==> src/rtl/bcd_conv_arbiter.sv <==
// Round-robin arbiter: 4 request channels share one binary-to-BCD converter. Optional clamp feature: BCD_ARB_CLAMP_EN.
// Latency: gnt/conv_start 1 cycle after the IDLE grant decision; res_valid 1 cycle after conv_done, or after TIMEOUT WAIT cycles.
// Backpressure: a channel holds req and operand until its gnt; only one conversion is in flight, so other requesters wait.
module bcd_conv_arbiter #(
    parameter int TIMEOUT = 32
) (
    input  logic        clk,
    input  logic        rst,
    input  logic [3:0]  req,
    input  logic [55:0] bin_in,
    output logic [3:0]  gnt,
    output logic        conv_start,
    output logic [13:0] conv_bin,
    input  logic [15:0] conv_bcd,
    input  logic        conv_done,
    output logic        res_valid,
    output logic [15:0] res_bcd,
    output logic [1:0]  res_ch,
    output logic        res_err,
    output logic        res_ovf,
    output logic        busy
);

    typedef enum logic [1:0] {IDLE, START, WAIT, OUT} state_t;

    state_t      state;
    logic [1:0]  ptr;
    logic [1:0]  ch;
    logic [7:0]  wcnt;
    logic [1:0]  pick;
    logic [13:0] op;
    logic [13:0] op_cap;
`ifdef BCD_ARB_CLAMP_EN
    logic        ovf_cap;
    logic        ovf_lat;
`endif

    // Walk the search order backwards so the last hit is the one closest to ptr.
    always_comb begin
        pick = ptr;
        for (int i = 3; i >= 0; i--) begin
            if (req[ptr + 2'(i)]) pick = ptr + 2'(i);
        end
    end

    always_comb begin
        case (pick)
            2'd0:    op = bin_in[13:0];
            2'd1:    op = bin_in[27:14];
            2'd2:    op = bin_in[41:28];
            default: op = bin_in[55:42];
        endcase
    end

`ifdef BCD_ARB_CLAMP_EN
    always_comb begin
        ovf_cap = (op > 14'd9999);
        op_cap  = ovf_cap ? 14'd9999 : op;
    end
`else
    assign op_cap  = op;
    assign res_ovf = 1'b0;
`endif

    always_ff @(posedge clk or negedge rst) begin
        if (!rst) begin
            state      <= IDLE;
            ptr        <= 2'd0;
            ch         <= 2'd0;
            wcnt       <= 8'd0;
            gnt        <= 4'd0;
            conv_start <= 1'b0;
            conv_bin   <= 14'd0;
            res_valid  <= 1'b0;
            res_bcd    <= 16'd0;
            res_ch     <= 2'd0;
            res_err    <= 1'b0;
            busy       <= 1'b0;
`ifdef BCD_ARB_CLAMP_EN
            res_ovf    <= 1'b0;
            ovf_lat    <= 1'b0;
`endif
        end else begin
            gnt        <= 4'd0;
            conv_start <= 1'b0;
            res_valid  <= 1'b0;
            case (state)
                IDLE: begin
                    if (|req) begin
                        gnt        <= 4'b0001 << pick;
                        conv_start <= 1'b1;
                        conv_bin   <= op_cap;
                        ch         <= pick;
                        ptr        <= pick + 2'd1;
                        busy       <= 1'b1;
                        state      <= START;
`ifdef BCD_ARB_CLAMP_EN
                        ovf_lat    <= ovf_cap;
`endif
                    end
                end
                START: begin
                    wcnt  <= 8'd0;
                    state <= WAIT;
                end
                WAIT: begin
                    if (conv_done) begin
                        res_bcd   <= conv_bcd;
                        res_err   <= 1'b0;
                        res_valid <= 1'b1;
                        res_ch    <= ch;
                        state     <= OUT;
`ifdef BCD_ARB_CLAMP_EN
                        res_ovf   <= ovf_lat;
`endif
                    end else if (wcnt == 8'(TIMEOUT - 1)) begin
                        // Converter never answered: abandon with a zero result.
                        res_bcd   <= 16'd0;
                        res_err   <= 1'b1;
                        res_valid <= 1'b1;
                        res_ch    <= ch;
                        state     <= OUT;
`ifdef BCD_ARB_CLAMP_EN
                        res_ovf   <= ovf_lat;
`endif
                    end else begin
                        wcnt <= wcnt + 8'd1;
                    end
                end
                default: begin
                    res_err <= 1'b0;
                    busy    <= 1'b0;
                    state   <= IDLE;
`ifdef BCD_ARB_CLAMP_EN
                    res_ovf <= 1'b0;
`endif
                end
            endcase
        end
    end

endmodule

==> config.mk <==
export PLATFORM = sky130hd
export DESIGN_NAME = bcd_conv_arbiter
export DESIGN_NICKNAME = d
export VERILOG_FILES = /design/src/rtl/bcd_conv_arbiter.sv
export SDC_FILE = /design/constraint.sdc
export NUM_CORES = 1
export LEC_CHECK = 0
export CORE_ASPECT_RATIO = 0.8
export CORE_UTILIZATION = 38
export CTS_CLUSTER_SIZE = 20
export DETAILED_ROUTE_END_ITERATION = 10
export PLACE_DENSITY = 0.76
export SLEW_MARGIN = 20
export SYNTH_ARGS = -nofsm -noshare
export SYNTH_HDL_FRONTEND = slang
export SYNTH_SLANG_ARGS = --single-unit
==> constraint.sdc <==
create_clock -name clk -period 2.34 [get_ports clk]
set_input_delay 0.468 -clock clk [delete_from_list [all_inputs] [get_ports clk]]
set_output_delay 0.468 -clock clk [all_outputs]
set_load 0.05 [all_outputs]
# Word level (Yosys, flattened, before mapping)
# Index checks and enable logic that the tools add are counted.
# W data, S select, Z words.
[totals]
regBits = 54
inputBits = 79
output_inout_bits = 41
elab_cells = 82
[op_classes]
add_sub_neg = 5
n_lt_le_gt_ge = 4
eq_ne = 9
n_shift = 1
mux = 36
bitwise_logic = 2
n_reduce_logical = 13
[op_table]
columns = ["cell", "count"]
rows = [
  ["$pmux W14 S3", 1],
  ["$mux W16", 2],
  ["$mux W2", 9],
  ["$mux W8", 2],
  ["$pmux W8 S2", 1],
  ["$lt A2 B3 Y1 const B", 4],
  ["$mux W1", 12],
  ["$reduce_and A2 Y1", 5],
  ["$add A8 B1 Y8 const B", 1],
  ["$bmux W1 S2", 4],
  ["$eq A8 B5 Y1 const B", 1],
  ["$mux W4", 2],
  ["$ne A2 B2 Y1 const B", 3],
  ["$pmux W2 S3", 1],
  ["$add A2 B1 Y2 const B", 2],
  ["$add A2 B2 Y2 const B", 2],
  ["$eq A2 B1 Y1 const B", 2],
  ["$eq A2 B2 Y1 const B", 2],
  ["$logic_not A2 Y1", 2],
  ["$pmux W1 S2", 2],
  ["$reduce_bool A2 Y1", 2],
  ["$reduce_or A2 Y1", 2],
  ["$reduce_or A4 Y1", 1],
  ["$shl A1 B2 Y4 const A", 1],
  ["3 further kinds", 4],
]

# Logic depth before layout (Yosys ltp)
# Gate-level depths: netlist (run 1).
[logic_depth]
ltp_word = 10
mapped_depth = 9
ltp_nobuf = 7

# Least setup slack after synthesis (run 1)
# No wires, ideal clock.
[synth_timing]
path_type = "input-to-reg"
from = "input req[3]"
to = "register conv_bin[1]"
setup_time_ns = 0.125
arrival_ns = 2.291
required_time_ns = 2.215
slack_ns = -0.076
path_stages = 8
n_path_buf = 1
path_cell_list = "and2b_2 -> o21a_1 -> or3_1 -> ha_1 -> clkbuf_1 -> a222oi_1 -> o21ai_0 -> mux2_4"
[synth_via]
elab_chain_cells = 8
elab_cells_between_ends = 18
classes_between = "eq/ne: 2; mux: 13; reduce/logical: 3"
[synth_rtl]
columns = ["element", "line_no", "rtl"]
rows = [
  ["start, declared", "9", "input logic [3:0] req,"],
  ["$bmux W1 S2", "42", "if (req[ptr + 2'(i)]) pick = ptr + 2'(i);"],
  ["$mux W1 (implied by the code)", "42", ""],
  ["$mux W2 (4 in series)", "42", ""],
  ["$eq A2 B2 Y1, or another cell as far along", "47", "case (pick)"],
  ["$pmux W14 S3", "47", ""],
  ["end signal, assigned", "92", "conv_bin <= op_cap;"],
  ["end, declared", "13", "output logic [13:0] conv_bin,"],
]
# Parallel ways exist; a longest one is shown, timed or not. The select of a mux whose other input is x is not followed.
# A chain may end at the register's enable or synchronous reset.

# Worst setup path in the final report (run 1)
[layout_timing]
from = "input req[0]"
to = "register conv_bin[12]"
# The elaborated chain is that of the path after synthesis.

==> metrics.md, run 1 <==
| Metric | Value |
|---|---|
| Vias/cell | `5.33` |
| Setup crit end kind | `flop` |
| Hold Crit Class | `in2async` |
| Post-synth ARST share | `100%` |
| Mapped Nets | `333` |
| Failing checks | `DRC` |
| Area grow syn2layout | `60.2%` |
| Final weighted congestion in routability-driven placement | `0.840` |
| CTS Buf Count | `5` |
| Core area | `6990 µm²` |
| Synthesized instance count | `245` |
| Mean area per synthesized cell | `11.4 µm²` |
| Most frequent cell after synthesis | `dfrtp_1` |
| Run status | `finished with violations` |
| Tot GR Track Use | `20.3%` |
| CTS HTree Levels | `2` |
| Wire length per cell | `16.5 µm` |
| Setup TNS | `0 ns` |
| TritonRoute pass-1 iters | `11` |
| Seq/Total Area, Yosys | `48.5%` |
| Register bit total from synthesis | `54` |
| Critical path origin | `req[0]` |
| ANT cells | `0` |
| Initial antenna violation count | `0` |
| Fin worst setup slack | `0.0269 ns` |
| Max-slew violations | `0` |
| Relative slew margins | `54.9%` |
| Top cells by area, synth | `dfrtp_1, mux2_4, a222oi_1` |
| Arrival @ worst endpoint | `2.50 ns` |
| Share of Yosys cell area claimed by the top area cell type | `48.5%` |
| Reg2Reg Setup Slack | `0.05 ns` |
| DRC | `24` |
| CTS Sinks | `54` |
| Critical path's largest stage delay | `0.42 ns` |
| Achievable frequency | `432 MHz` |
| Vert. Die Dim | `78.6 µm` |
| Minimum clock period | `2.31 ns` |
| Detailed Route Iter0 Violations | `269` |
| Final period util | `98.9%` |
| Row count | `27` |
| CTS tree | `built` |
| Number of flops mapped to enable cells by yosys | `0` |
| Routed WL | `7.83 mm` |
| Required @ worst endpoint | `2.53 ns` |
| YS warnings | `0` |
| Worst slew pin tran | `0.676 ns` |
| Final Net Count | `474` |
| FF-to-FF Start | `ptr[0]$_DFFE_PN0P_` |
| Post-Route Skew | `0.0142 ns` |
| CP Cell Sequence | `buf_2 -> and2b_2 -> o21a_1 -> or3_4 -> ha_4 -> buf_6 -> a222oi_1 -> o21ai_1 -> mux2_4` |
| MaxCap Viol Count | `0` |
| Most frequent cells after synthesis | `dfrtp_1, nand2_1, o21ai_0` |
| Synth Flop Type | `dfrtp_1` |
| Initial core utilization | `39.8%` |
| GR Overflow Total | `0` |
| Max VDD drop | `0.000779 V` |
| Largest net degree at the start of global routing | `55` |
| Critical path class | `in2reg` |
| Static Leak | `1.93 nW` |
| Power, Total | `5.96 mW` |
| Bufs on Longest Clock Path | `2` |
| Overall via count from detail_route | `2525` |
| Clock Latency Late Sink | `0.31 ns` |
| Pwr per Cell Area | `1340 nW/µm²` |
| Slowest-stage cell, CP | `or3_4` |
| Hpwl dp | `5.59 mm` |
| Vias in the first global route | `2487` |
| Pre-CTS setup slack | `-0.638 ns` |
| First-pass GRT wire length | `12.4 mm` |
| CTS Root Cell | `clkbuf_8` |
| Startpoint types | `input port` |
| Syn Std Cell Area | `2780 µm²` |
| Worst-path clk slew | `0.10 ns` |
| Largest fanout on the critical path | `6` |
| Share of cells above drive strength 1 | `20.4%` |
| Filler instances | `546` |
| Die W | `97.7 µm` |
| Post-synth top area cell | `dfrtp_1` |
| Distinct cells, synth | `50` |
| Final Hold Fails | `0` |
| Buffers on Ports | `118` |
| Post-route ant nets | `0` |
| I/O pin cnt | `120` |
| Setup violators final | `0` |
| Die area | `7670 µm²` |
-- power breakdown --
group | switching, mW | internal, mW
Combinational | 2.10 | 1.68
Sequential | 0.227 | 1.31
Clock | 0.318 | 0.325
-- critical path, delay by kind of cell --
| kind | cells | cell delay, ns |
|---|---|---|
| buf+inv | 2 | 0.26 |
| mux | 1 | 0.27 |
| simple gates | 2 | 0.61 |
| compound gates | 3 | 0.69 |
| fa+ha+maj | 1 | 0.20 |
-- flip-flops by register name, indices dropped and copies added, names as in the netlist --
signal and cells:
conv_start 1, conv_bin 14, state 2, res_bcd 16, gnt 4, res_ch 2, ptr 2, ch 2
res_valid 1, busy 1, wcnt 8, res_err 1
-- logic make-up after synthesis --
kind of cell,share of synthesized area (%)
AOI/OAI and AO/OA,21.2
and+or+nand+nor,12.7
DFF,48.5
buffers and inverters,3.60
muxes,9.80
adders and majority gates,4.05
other,0.135
-- placed cells by master (no fill, tap or decap), drive strengths merged, types with 7 or more instances in the layout --
cell,synthesis,routed
mux2,16,16
clkdlybuf4s50,0,113
ha,9,9
buf,5,34
inv,6,7
o21ai,18,18
dfrtp,54,54
a22o,16,16
nand2,21,21
a222oi,14,14
-- per-stage QoR --
step	hold slack [ns]	instance area, µm²	utilization, %	instances
5_1_grt	0.337	4460	63.8	474
3_3_place_gp	0.478	4210	60.2	458
4_1_cts	0.303	4410	63.0	470
3_5_place_dp	0.481	4210	60.2	458
6_report	0.275	4460	63.8	474
2_1_floorplan	0.172	2800	-	245
-- path summary, 6_finish.rpt --
path	endpoint	cells after the start
worst max-delay path	conv_bin[12]$_DFFE_PN0P_	9
worst min-delay path	res_bcd[0]$_DFFE_PN0P_	2
worst max register to register	conv_bin[12]$_DFFE_PN0P_	8
worst min register to register	res_bcd[3]$_DFFE_PN0P_	1
max in group asynchronous	ptr[1]$_DFFE_PN0P_	2
min in group clk	res_bcd[3]$_DFFE_PN0P_	1
-- routing by layer --
metal / vias to the layer above / track usage [%] / wire, µm
li1: 1212 / - / -
met1: 1227 / 28.1 / 3560
met2: 78 / 32.6 / 3700
met3: 8 / 3.92 / 449
met4: 0 / 5.45 / 117
met5: - / 0 / 0
-- what timing repair did --
item	CTS	global route
hold buffers	0	0
resized for setup	25	14
setup buffers	4	4
setup endpoints to repair	14	16
pin swaps	7	12
-- cell type report --
class                      instances  area [µm²]  share of cell area [%]
timing repair buffer             149        1440                    32.2
multi-input combinational        170        1420                    31.9
sequential                        54        1350                    30.3
tap                               87         109                    2.44
clock buffer                       5        68.8                    1.54
clock inverter                     3        47.5                    1.07
inverter                           6        22.5                   0.505
Power figures use the tool's default switching activity.
==> run 2: changes to the inputs <==
- CORE_ASPECT_RATIO: 0.8 -> 1.4
==> run 2 against run 1 <==
  * The flow now finishes without violations
  * Critical path depth grew 1
  * Global-route usage shrank 0.32 points
  * Combinational power shrank 2%
  * Die area is essentially flat
  * Power shrank 2.8%
  * Setup slack gained 0.015 ns
  * Flip-flop and latch count is the same
  * Critical endpoint is now conv_bin[0]$_DFFE_PN0P_
  * Highest routed layer unchanged
==> metrics.md, run 2 (same netlist as run 1, synthesis figures left out) <==
| Metric | Value |
|---|---|
| Commonest non-fill, non-tap cells in the layout | `clkdlybuf4s50_1, dfrtp_1, nand2_1, buf_4, a22o_1` |
| Setup crit end kind | `flop` |
| Final Hold Fails | `0` |
| I/O pin cnt | `120` |
| CTS Sinks | `54` |
| Share of cells above drive strength 1 | `19.4%` |
| Max VDD drop | `0.000858 V` |
| First-pass GRT wire length | `11.7 mm` |
| Required @ worst endpoint | `2.55 ns` |
| Final core occ | `62.3%` |
| Fin worst setup slack | `0.0421 ns` |
| Worst slew pin tran | `0.661 ns` |
| CTS HTree Levels | `2` |
| Static Leak | `1.89 nW` |
| Bufs on Longest Clock Path | `2` |
| DRC | `0` |
| Commonest non-fill, non-tap cell in the layout | `clkdlybuf4s50_1` |
| Final period util | `98.2%` |
| Achievable frequency | `435 MHz` |
| Area of the multi-input gates | `1410 µm²` |
| FF-to-FF Start | `ptr[0]$_DFFE_PN0P_` |
| Largest fanout on the critical path | `9` |
| Buffers on Ports | `118` |
| Final Net Count | `468` |
| Hpwl dp | `5.66 mm` |
| Critical path origin | `req[1]` |
| Hold Crit Class | `in2async` |
| Routed WL | `7.76 mm` |
| Biggest registers after layout | `res_bcd: 16 flops, conv_bin: 14 flops, wcnt: 8 flops` |
| TritonRoute pass-1 iters | `5` |
| Critical path class | `in2reg` |
| Worst-path clk slew | `0.10 ns` |
| Largest net degree at the start of global routing | `55` |
| Clock Latency Late Sink | `0.31 ns` |
| GR Overflow Total | `0` |
| ANT cells | `0` |
| Area grow syn2layout | `57.3%` |
| Vias/cell | `5.30` |
| Filler instances | `604` |
| Largest register FFs | `16` |
| Die W | `74.3 µm` |
| Post-route insts no fill | `476` |
| Pre-CTS setup slack | `-0.596 ns` |
| Overall via count from detail_route | `2521` |
| CTS Buf Count | `5` |
| Initial antenna violation count | `0` |
| Post-Route Skew | `0.00318 ns` |
| Startpoint types | `input port` |
| Relative slew margins | `55.9%` |
| CTS Root Cell | `clkbuf_8` |
| Core area | `7030 µm²` |
| Tot GR Track Use | `20.0%` |
| Pwr per Cell Area | `1320 nW/µm²` |
| Worst hold slack | `0.258 ns` |
| Power, Total | `5.79 mW` |
| Placed instance count | `466` |
| MaxCap Viol Count | `0` |
| Storage cell area | `1350 µm²` |
| CTS tree | `built` |
| Initial core utilization | `39.6%` |
| Post-route ant nets | `0` |
| Biggest register | `res_bcd` |
| Vert. Die Dim | `103 µm` |
| Vias in the first global route | `2490` |
| Detailed Route Iter0 Violations | `119` |
| Die area | `7680 µm²` |
| Setup violators final | `0` |
| Wire length per cell | `16.3 µm` |
| Arrival @ worst endpoint | `2.50 ns` |
| Minimum clock period | `2.30 ns` |
| Row count | `36` |
| Run status | `completed` |
| Hold buffer count at cts | `0` |
| Final weighted congestion in routability-driven placement | `0.828` |
| Max-slew violations | `0` |
==> run 2: critical path, cell delays in order <==
cell and delay [ns]:
dlygate4sd2_1 0.27, or2_2 0.33, a21oi_2 0.19, nor3_1 0.07, buf_4 0.14, ha_2 0.17
buf_4 0.17, a222oi_1 0.25, o21ai_0 0.16, mux2_4 0.28
==> run 2: where the power goes <==
| part | internal [mW] | total, mW | switching [mW] | leakage [nW] |
|---|---|---|---|---|
| registers | 1.31 | 1.55 | 0.236 | 0.685 |
| logic | 1.61 | 3.69 | 2.08 | 1.15 |
| clock network | 0.244 | 0.554 | 0.310 | 0.0478 |
| total | 3.17 | 5.79 | 2.63 | 1.89 |
==> run 2: layout make-up <==
type,instances,share of cell area [%]
inverter,6,0.514
clock inverter,2,0.372
sequential,54,30.9
clock buffer,6,1.89
timing repair buffer,143,31.5
multi-input combinational,170,32.1
tap,95,2.72
==> run 2: path summary, 6_finish.rpt <==
| check | end | slack, ns | depth (start not counted) |
|---|---|---|---|
| max | conv_bin[0]$_DFFE_PN0P_ | 0.04 | 10 |
| min | busy$_DFFE_PN0P_ | 0.26 | 2 |
| max reg2reg | conv_bin[0]$_DFFE_PN0P_ | 0.05 | 8 |
| min reg2reg | res_bcd[15]$_DFFE_PN0P_ | 0.51 | 1 |
| max in group asynchronous | ptr[1]$_DFFE_PN0P_ | 1.60 | 2 |
| min in group clk | res_bcd[15]$_DFFE_PN0P_ | 0.51 | 1 |
==> run 2: per-stage QoR <==
step / instance area, µm² / setup TNS, ns
after floorplan: 2800 / 0
after global placement: 4200 / -6.59
after detailed placement: 4200 / -7.48
after CTS: 4360 / 0
after global routing: 4380 / -0.00521
final: 4380 / 0
==> run 2: what timing repair did <==
| action | 4_1_cts | 5_1_grt |
|---|---|---|
| endpoints found under the setup margin | 14 | 14 |
| pin swaps | 6 | 9 |
| buffers inserted | 2 | 0 |
| resized for setup | 23 | 14 |
| endpoints found under the hold margin | 0 | 0 |
==> run 2: per-layer routing <==
layer / vias to the layer above / routed length (µm) / track usage, % / part of all wire (%)
met1: 1217 / 2980 / 23.3 / 38
met5: - / 0 / 0 / 0
met3: 18 / 384 / 2.91 / 4.9
li1: 1200 / - / - / -
met4: 0 / 242 / 9.00 / 3.1
met2: 86 / 4160 / 35.8 / 54
==> run 3: changes to the inputs <==
- CORE_ASPECT_RATIO: 1.4 -> 0.7
- CTS_CLUSTER_DIAMETER: unset -> 100
- HOLD_SLACK_MARGIN: unset -> 0.08
==> run 3 against run 2 <==
  * Global-route usage increased by 1.1 points
  * Largest power group unchanged
  * Sequential share of layout area about the same
  * Clock-buffer cell count decreased by 1
  * Register-to-register slack improved by 0.02 ns
  * Wire length increased by 3.5%
  * Largest cell class unchanged
  * Via count increased by 1.5%
==> metrics.md, run 3 (same netlist as run 1, synthesis figures left out) <==
| Metric | Value |
|---|---|
| Achievable frequency | `440 MHz` |
| Commonest non-fill, non-tap cells in the layout | `clkdlybuf4s50_1, dfrtp_1, buf_4` |
| Final Net Count | `469` |
| Worst hold slack | `0.143 ns` |
| Relative slew margins | `62.2%` |
| DRC | `0` |
| Max-slew violations | `0` |
| Largest net degree at the start of global routing | `28` |
| Pwr per Cell Area | `1320 nW/µm²` |
| Tot GR Track Use | `21.0%` |
| Hold buffer count at cts | `0` |
| Biggest registers after layout | `res_bcd: 16 flops, conv_bin: 14 flops, wcnt: 8 flops` |
| Crit-path most repeated cell | `buf_4` |
| Commonest non-fill, non-tap cell in the layout | `clkdlybuf4s50_1` |
| Post-Route Skew | `0.00518 ns` |
| CTS Root Cell | `clkbuf_8` |
| Filler instances | `547` |
| CTS tree | `built` |
| Met1 WL | `3.79 mm` |
| Setup violators final | `0` |
| Area grow syn2layout | `57.3%` |
| Post-route insts no fill | `475` |
| Slowest-stage cell, CP | `dfrtp_1` |
| CTS Sinks | `54` |
| Core area | `6910 µm²` |
| Highest metal used | `met4` |
| Final Hold Fails | `0` |
| Overall via count from detail_route | `2559` |
| Vias in the first global route | `2461` |
| Row count | `25` |
| Largest fanout on the critical path | `27` |
| RSZ-0062 raised after global routing | `true` |
| FF-to-FF Start | `ptr[1]$_DFFE_PN0P_` |
| CP Cell Sequence | `nor2b_1 -> o211ai_1 -> nand3_2 -> buf_4 -> ha_1 -> buf_12 -> buf_4 -> nand2_1 -> o21ai_0 -> mux2_4` |
| Setup TNS | `0 ns` |
| Wire length on met2 | `3.67 mm` |
| Startpoint types | `flop` |
| Die area | `7680 µm²` |
| Hold Crit Class | `in2async` |
| Clock Latency Late Sink | `0.30 ns` |
| Hpwl dp | `5.65 mm` |
| Worst slew pin tran | `0.568 ns` |
| Initial antenna violation count | `0` |
| Critical path class | `reg2reg` |
| MaxCap Viol Count | `0` |
| Final period util | `97.1%` |
| Largest register FFs | `16` |
| Worst-path clk slew | `0.10 ns` |
| Critical path's largest stage delay | `0.45 ns` |
| Critical path origin | `ptr[1]$_DFFE_PN0P_` |
| ANT cells | `0` |
| CTS HTree Levels | `2` |
| First-pass GRT wire length | `12.7 mm` |
| Detailed Route Iter0 Violations | `205` |
| GR Overflow Total | `0` |
| Initial core utilization | `40.3%` |
| Post-route ant nets | `0` |
| Run status | `completed` |
| Met3 WL post-DR | `501 µm` |
| Vert. Die Dim | `73.6 µm` |
| Vias/cell | `5.39` |
| I/O pin cnt | `120` |
| Wire length per cell | `16.9 µm` |
| Share of cells above drive strength 1 | `19.2%` |
| Bufs on Longest Clock Path | `2` |
| TritonRoute pass-1 iters | `5` |
| CTS Buf Count | `5` |
| Die W | `104 µm` |
| Placed instance count | `463` |
| Required @ worst endpoint | `2.53 ns` |
| Biggest register | `res_bcd` |
| Setup crit end kind | `flop` |
| Arrival @ worst endpoint | `2.46 ns` |
| Max VDD drop | `0.000699 V` |
| Static Leak | `1.89 nW` |
| Final weighted congestion in routability-driven placement | `0.864` |
| Minimum clock period | `2.27 ns` |
| Buffers on Ports | `118` |
| Routed WL | `8.03 mm` |
[run 3: routing by layer]
| layer | GRT usage [%] | vias up |
|---|---|---|
| met5 | 0 | - |
| met4 | 5.08 | 0 |
| met3 | 3.90 | 7 |
| met2 | 32.5 | 116 |
| met1 | 30.6 | 1229 |
| li1 | - | 1207 |
[run 3: worst paths after layout]
| path | end | cells past startpoint | slack (ns) |
|---|---|---|---|
| worst min-delay path | res_err$_DFFE_PN0P_ | 1 | 0.14 |
| min in group clk | ch[0]$_DFFE_PN0P_ | 2 | 0.50 |
| worst max register to register | conv_bin[9]$_DFFE_PN0P_ | 10 | 0.07 |
| worst min register to register | ch[0]$_DFFE_PN0P_ | 2 | 0.50 |
| worst max-delay path | conv_bin[9]$_DFFE_PN0P_ | 10 | 0.07 |
| max in group asynchronous | conv_bin[9]$_DFFE_PN0P_ | 2 | 1.54 |
[run 3: power by group]
| part | total [mW] | switching, mW | internal, mW |
|---|---|---|---|
| logic | 3.75 | 2.12 | 1.64 |
| registers | 1.53 | 0.223 | 1.31 |
| clock network | 0.512 | 0.306 | 0.205 |
[run 3: cell type report]
type / count / area (µm²) / share of cell area (%)
Sequential cell: 54 / 1350 / 30.9
Tap cell: 94 / 118 / 2.69
Clock inverter: 2 / 15.0 / 0.343
Multi-Input combinational cell: 170 / 1410 / 32.1
Clock buffer: 5 / 68.8 / 1.57
Timing Repair Buffer: 144 / 1400 / 31.9
Inverter: 6 / 22.5 / 0.514
[run 3: per-stage QoR]
stage / setup slack [ns] / util [%] / area [µm²] / power, mW
after global routing: -0.0521 / 63.3 / 4380 / 6.13
after global placement: -0.530 / 60.6 / 4190 / 5.04
after detailed placement: -0.622 / 60.6 / 4190 / 5.11
after CTS: 0.000242 / 62.7 / 4330 / 5.75
final: 0.0677 / 63.3 / 4380 / 5.79
after floorplan: 0.0139 / - / 2800 / 3.91
[run 3: critical path: cells and delay by family, from the launching register on]
kind                       cells  cell delay [ns]
buffers and inverters          3             0.49
DFF                            1             0.45
AOI/OAI and AO/OA              2             0.39
and+or+nand+nor                3             0.33
muxes                          1             0.27
adders and majority gates      1             0.22
[run 3: repair_timing]
action                                  4_1_cts  5_1_grt
gates resized for setup                      24       14
endpoints found under the setup margin       14       14
pin swaps                                     7        7
cloned                                        0        0
buffers inserted                              3        2
